## src/rtl/dht11_reader.sv

```systemverilog
// dht11_reader: single-wire DHT11 master that issues the start pulse, times 40 data bits and checks the checksum
// Ports: clk/rst (sync active-high), start request, dht_in (async pad level),
// dht_oe (1 = pull line low), busy, data_valid / checksum_err / timeout_err one-cycle pulses,
// hum_int/hum_dec/temp_int/temp_dec hold the last frame with a good checksum.
module dht11_reader #(
  parameter int CLK_PER_US    = 50,
  parameter int START_LOW_US  = 18000,
  parameter int TIMEOUT_US    = 200,
  parameter int BIT_THRESH_US = 50
) (
  input  logic       clk,
  input  logic       rst,
  input  logic       start,
  input  logic       dht_in,
  output logic       dht_oe,
  output logic       busy,
  output logic       data_valid,
  output logic [7:0] hum_int,
  output logic [7:0] hum_dec,
  output logic [7:0] temp_int,
  output logic [7:0] temp_dec,
  output logic       checksum_err,
  output logic       timeout_err
);
  localparam int START_CYC = START_LOW_US * CLK_PER_US;
  localparam int TMO_CYC   = TIMEOUT_US * CLK_PER_US;
  localparam int THR_CYC   = BIT_THRESH_US * CLK_PER_US;
  localparam int MAX_CYC   = START_CYC > TMO_CYC ? START_CYC : TMO_CYC;
  localparam int CW        = $clog2(MAX_CYC + 1);

  typedef enum logic [2:0] {
    IDLE, START_LOW, RELEASE, RESP_LOW, RESP_HIGH, BIT_LOW, BIT_HIGH, CHECK
  } state_t;

  state_t        state_q, state_d;
  logic [CW-1:0] cnt_q, cnt_d;
  logic [5:0]    bit_cnt_q, bit_cnt_d;
  logic [39:0]   frame_q, frame_d;
  logic [31:0]   out_q, out_d;
  logic          dv_q, dv_d, ce_q, ce_d;
  logic          s1_q, s2_q, s3_q;
  logic          rise, fall, wait_st, tmo;
  logic [7:0]    sum;

  assign rise    = s2_q & ~s3_q;
  assign fall    = ~s2_q & s3_q;
  assign wait_st = state_q inside {RELEASE, RESP_LOW, RESP_HIGH, BIT_LOW, BIT_HIGH};
  assign tmo     = wait_st && cnt_q == CW'(TMO_CYC);

  assign dht_oe       = state_q == START_LOW;
  assign busy         = state_q != IDLE;
  assign data_valid   = dv_q;
  assign checksum_err = ce_q;
  assign timeout_err  = tmo;
  assign {hum_int, hum_dec, temp_int, temp_dec} = out_q;

  always_comb begin
    state_d   = state_q;
    bit_cnt_d = bit_cnt_q;
    frame_d   = frame_q;
    out_d     = out_q;
    dv_d      = 1'b0;
    ce_d      = 1'b0;
    sum       = '0;
    if (tmo) state_d = IDLE;
    else
      case (state_q)
        IDLE:      state_d = start ? START_LOW : IDLE;
        START_LOW: state_d = cnt_q == CW'(START_CYC - 1) ? RELEASE : START_LOW;
        RELEASE:   state_d = fall ? RESP_LOW : RELEASE;
        RESP_LOW:  state_d = rise ? RESP_HIGH : RESP_LOW;
        RESP_HIGH: begin
          state_d   = fall ? BIT_LOW : RESP_HIGH;
          bit_cnt_d = '0;
        end
        BIT_LOW:   state_d = rise ? BIT_HIGH : BIT_LOW;
        BIT_HIGH: if (fall) begin
          // cnt_q + 1 is the high time in cycles, so cnt_q >= THR means high time > THR
          frame_d   = {frame_q[38:0], cnt_q >= CW'(THR_CYC)};
          bit_cnt_d = bit_cnt_q + 6'd1;
          state_d   = bit_cnt_q == 6'd39 ? CHECK : BIT_LOW;
          // result is registered on entry to CHECK so pulses and data appear together
          if (bit_cnt_q == 6'd39) begin
            sum   = frame_d[39:32] + frame_d[31:24] + frame_d[23:16] + frame_d[15:8];
            dv_d  = sum == frame_d[7:0];
            ce_d  = sum != frame_d[7:0];
            out_d = sum == frame_d[7:0] ? frame_d[39:8] : out_q;
          end
        end
        default:   state_d = IDLE;
      endcase
    cnt_d = state_d != state_q ? '0 : cnt_q + 1'b1;
  end

  always_ff @(posedge clk) begin
    if (rst) begin
      state_q   <= IDLE;
      cnt_q     <= '0;
      bit_cnt_q <= '0;
      frame_q   <= '0;
      out_q     <= '0;
      dv_q      <= 1'b0;
      ce_q      <= 1'b0;
      s1_q      <= 1'b1;
      s2_q      <= 1'b1;
      s3_q      <= 1'b1;
    end else begin
      state_q   <= state_d;
      cnt_q     <= cnt_d;
      bit_cnt_q <= bit_cnt_d;
      frame_q   <= frame_d;
      out_q     <= out_d;
      dv_q      <= dv_d;
      ce_q      <= ce_d;
      s1_q      <= dht_in;
      s2_q      <= s1_q;
      s3_q      <= s2_q;
    end
  end
endmodule

```

## config.mk

```make
export PLATFORM = sky130hd
export DESIGN_NAME = dht11_reader
export DESIGN_NICKNAME = d
export VERILOG_FILES = /design/src/rtl/dht11_reader.sv
export SDC_FILE = /design/constraint.sdc
export NUM_CORES = 1
export LEC_CHECK = 0
export ABC_AREA = 1
export CAP_MARGIN = 0
export CORE_ASPECT_RATIO = 1.75
export CORE_MARGIN = 2
export CORE_UTILIZATION = 35
export DETAILED_ROUTE_END_ITERATION = 8
export DONT_BUFFER_PORTS = 1
export SLEW_MARGIN = 20
export SYNTH_ARGS = -nofsm -noshare
export SYNTH_HDL_FRONTEND = slang
export SYNTH_SLANG_ARGS = --single-unit
```

## constraint.sdc

```tcl
create_clock -name clk -period 3.5 [get_ports clk]
set_input_delay 0.7 -clock clk [delete_from_list [all_inputs] [get_ports clk]]
set_output_delay 0.7 -clock clk [all_outputs]
set_load 0.01 [all_outputs]
```

Yosys cells after proc, flatten, opt, wreduce, memory -nomap -nowiden --
Cells that the tools add are included.
Cells by class: multiplexer cells 12, bitwise operators 8, eq/ne operators 13, order comparisons 1, add/sub/neg operators 5, reduce and logical (&&, ||, !) cells 10
Operators with widths (count):
- $add 8x8->8 | 3
- $pmux 3 s7 | 1
- $add 20x1->20 const B | 1
- $eq 20x14->1 const B | 1
- $eq 20x20->1 const B | 1
- $ge 20x12->1 const B | 1
- $pmux 6 s2 | 1
- $eq 3x3->1 const B | 3
- $mux 3 | 3
- $eq 8x8->1 | 1
- $ne 8x8->1 | 1
- $add 6x1->6 const B | 1
- $eq 3x2->1 const B | 2
- $eq 6x6->1 const B | 1
- $mux 2 | 3
- $mux 6 | 1
- $not 1->1 | 6
- $reduce_and 3->1 | 2
- $reduce_and 5->1 | 1
- $reduce_bool 5->1 | 1
- $reduce_or 5->1 | 1
- $eq 3x1->1 const B | 1
- $logic_not 3->1 | 1
- $mux 1 | 3
- other kinds (7) | 8
Storage, ports and cells: bits in registers 105, output and inout bits 37, logic and storage cells 59

Longest topological paths before layout --
depth in word-level cells 7, depth in mapped cells 19, depth with buffers taken out 18

Worst setup path after synthesis --
Ideal clock, no wire load.
kind flip-flop to flip-flop, start point reg frame_q[8], end point reg out_q[10], arrival 3112 ps, required time 3390 ps, setup time 110 ps, setup slack 278 ps, stages on the path, launching flop included 17, cells stage by stage dfxtp_1 fa_1 inv_1 fa_1 inv_1 ha_1 fa_1 or2_1 nand3b_1 nand2_1 nor2_1 nand4_1 nor2_4 buf_4 nand3_1 nand2_1 nor2_1
Between the ends: word-level cells in the longest chain between the ends 3
RTL lines:
- start, declared | line 38 | logic [39:0] frame_q, frame_d;
- start signal, assigned | line 111 | frame_q <= frame_d;
- $add 8x8->8 | line 84 | sum = frame_d[39:32] + frame_d[31:24] + frame_d[23:16] + frame_d[15:8];
- $eq 8x8->1 | line 87 | out_d = sum == frame_d[7:0] ? frame_d[39:8] : out_q;
- $reduce_and 5->1 (no line)
- end signal, assigned | line 112 | out_q <= out_d;
- end, declared | line 39 | logic [31:0] out_q, out_d;
Every way passes these cells. A chain may end at the register's enable or synchronous reset.

Worst setup path after layout --
start point reg frame_q[24], end point reg out_q[0]
Between the ends: word-level cells in the longest chain between the ends 5
RTL lines (line):
- $add 8x8->8 (3 in series) | 84
- $eq 8x8->1 | 87
- $reduce_and 5->1 (no line)
Every way passes these cells.

==> impl_metrics.toml <==
[status]
status = "completed"

[power]
leakagePower_nw = 2.73
peakVddDrop_mv = 0.218
power_frac_clock_pct = 46.0
pwr-share-seq_pct = 51.4
p_switching_mw = 0.516
swShare_pct = 22.1
power_frac_comb_pct = 2.5
powerDensity_nw_per_um2 = 380
power.internal_mw = 1.82

[critical_path]
critPathArrivalTime_ps = 3660
crit_chain = "fa_1 > inv_1 > fa_1 > inv_1 > ha_2 > fa_2 > or2_1 > nand3b_1 > nand2_2 > nor2_1 > nand4_1 > nor2_4 > buf_12 > clkbuf_16 > nand3_1 > nand2_1 > nor2_1"
path_class = "reg -> reg"
crit_fanout = 8
critPathMaxStageDelay_ps = 530
crit_path_top_delay_cell = "fa_1"
crit_path_end_kind = "flip-flop"
startpoint_type = "flip-flop"
crit_required_ps = 3750

[yosys]
syn_nets = 819
yosysUniqueCellTypes = 36
syn_area_um2 = 5520
yosysSeqAreaShare_pct = 38.1
synth_area_per_cell_um2 = 6.97
syn-instance-count = 791
synth_area_leaders = "dfxtp_1 38%, inv_1 10%, nand2_1 10%"
yosysWarnings = 0
synth.largest_area_cell = "dfxtp_1"
yosysTopAreaCellShare_pct = 38.1
ys_seq_elements = 105

[grt]
grt_pass1_vias = 4419
grt_pass1_wl_mm = 20.4
grt_max_degree = 73
track_usage_pct = 15.0
grt_overflow = 0
antenna_found_initial = 0

[final_layout]
final_nets = 814
antennaDiodeCount = 0
fillCellCount = 1577
drive_above_1_share_pct = 7.59
fin_cells = 977
area_growth_pct = 11.3

[timing]
tightest_slew_ps = 830
clock_skew_ps = 6.99
fin_crit_ps = 3410
hold_ws_ps = 413
fmax_mhz = 293
tns_ps = 0
drv_slew = 0
slew_headroom_pct = 44.5
hold_viol = 0
fin_crit_sh_pct = 97.4
rsz0062_at_grt = "true"
finalSetupViolCount = 0

[clock_network]
cts_max_path_buffers = 2
cts_root_buffer = "clkbuf_16"
clkLatencyLatePin_ps = 350
cts_num_sinks = 105
cts_hold_buf = 0
numCtsBuffers = 9
path_clk_slew_ps = 70
htree_levels = 3
cts_tree = "done"

[detailed_routing]
drtIter0Drc = 166
wirelength_mm = 12.6
wire_per_inst_um = 12.9
ant_nets = 0
first_pass_iters = 4
dr_total_vias = 4543
routed_via_density = 4.65
drcViolationCount = 0

[floorplanning]
core_um2 = 15400
ioPinCount = 41
num_rows = 60
die_w_um = 98.9
die_h_um = 170
dieArea_um2 = 16800
start_util_pct = 35.8

[min_path]
hold_class = "in -> reg"

[placement]
port_buffers = 0
hpwl_mm = 8.79
place.gp.congestion = 0.855
placed_cells = 954

[run]
maxCapViolations = 0
## worst max-delay path, delay by kind of cell, from the launching register on
kind	cells	cell delay (ps)
adders and majority gates	4	1590
and+or+nand+nor	9	980
buffers and inverters	4	400
DFF	1	340
## placed cells by master, fill, tap and decap left out, types with 2 or more instances in the layout
| master | count |
|---|---|
| o21ai_0 | 44 |
| nand3_2 | 2 |
| xnor2_1 | 7 |
| nand2_2 | 7 |
| inv_1 | 152 |
| nand2_1 | 143 |
| buf_12 | 3 |
| nor2_1 | 98 |
| nand4_1 | 12 |
| or2_2 | 4 |
| fa_1 | 13 |
| dfxtp_1 | 103 |
| inv_2 | 2 |
| xor2_1 | 14 |
| buf_4 | 6 |
| or2_1 | 2 |
| nor2_4 | 2 |
| nand3_1 | 70 |
| a21oi_1 | 44 |
| nor2_2 | 6 |
| nand3b_1 | 2 |
| ha_1 | 9 |
| clkinv_1 | 2 |
| nor3_1 | 9 |
| clkbuf_16 | 12 |
| clkbuf_8 | 2 |
## Yosys cell counts, drive strengths merged
cell type	number
clkinv	2
xnor2	8
nand3	72
fa	14
a31oi	1
buf	18
nand4	13
nor2	107
inv	154
nand2	151
clkbuf	11
ha	10
nor3	10
o22ai	1
a21oi	44
and2	1
o21a	1
nand3b	2
xor2	14
or2	6
o21ai	45
o2111ai	1
dfxtp	105
## per-stage QoR
step	power, mW	area (um^2)	utilization, %	worst slack (ps)
6_report	2.33	6140	39.9	90.0
5_1_grt	2.42	6140	39.9	-86.8
4_1_cts	2.37	5970	38.8	5.03
3_5_place_dp	1.29	5660	36.7	11.1
3_3_place_gp	1.29	5660	36.7	21.5
2_1_floorplan	1.28	5520	-	278
## flip-flops by register name, summed over array words and instances (netlist names)
register / flops
frame_q: 39
out_q: 32
cnt_q: 20
bit_cnt_q: 6
state_q: 3
checksum_err: 1
data_valid: 1
s1_q: 1
s2_q: 1
s3_q: 1
## area by class of cell
| cell class | instances | area (um^2) | area share [%] |
|---|---|---|---|
| timing repair buffer | 13 | 195 | 3.18 |
| multi-input combinational | 501 | 2710 | 44.1 |
| tap | 186 | 233 | 3.79 |
| inverter | 156 | 586 | 9.54 |
| clock inverter | 4 | 58.8 | 0.958 |
| sequential | 105 | 2110 | 34.3 |
| clock buffer | 12 | 256 | 4.18 |
## power groups by stage
stage | Combinational (mW) | Sequential (mW) | Clock [mW]
global placement | 0.0599 | 1.23 | 0
CTS | 0.0602 | 1.20 | 1.10
finish | 0.0593 | 1.20 | 1.07
global route | 0.0699 | 1.20 | 1.15
floorplan | 0.0537 | 1.23 | 0
detailed placement | 0.0599 | 1.23 | 0
## kinds of logic after synthesis
group           Yosys count  share of synthesized area (%)
xor+xnor                 22                           3.49
compound gates           93                           8.60
fa+ha+maj                24                           7.35
buf+inv                 185                           13.6
flops                   105                           38.1
simple gates            362                           28.9
## metal layers
metal / GRT usage [%] / wire [um] / up-vias
met5: 0 / 0 / -
met2: 28.3 / 6800 / 64
li1: - / - / 2425
met3: 2.87 / 298 / 24
met1: 15.5 / 4980 / 2030
met4: 7.21 / 517 / 0
## worst paths after layout
kind / depth (start not counted) / startpoint / slack (ps) / endpoint
worst max-delay path: 17 / frame_q[24] / 90 / out_q[0]
worst min-delay path: 1 / rst / 410 / data_valid
worst max register to register: 17 / frame_q[24] / 90 / out_q[0]
worst min register to register: 1 / s1_q / 420 / s2_q
## what timing repair did
action	CTS	global route
gates cloned	0	4
setup buffers	0	3
resized for setup	0	16
pin swaps	1	12
endpoints found under the setup margin	3	33
Note: power is estimated with default switching activity, not from simulation.
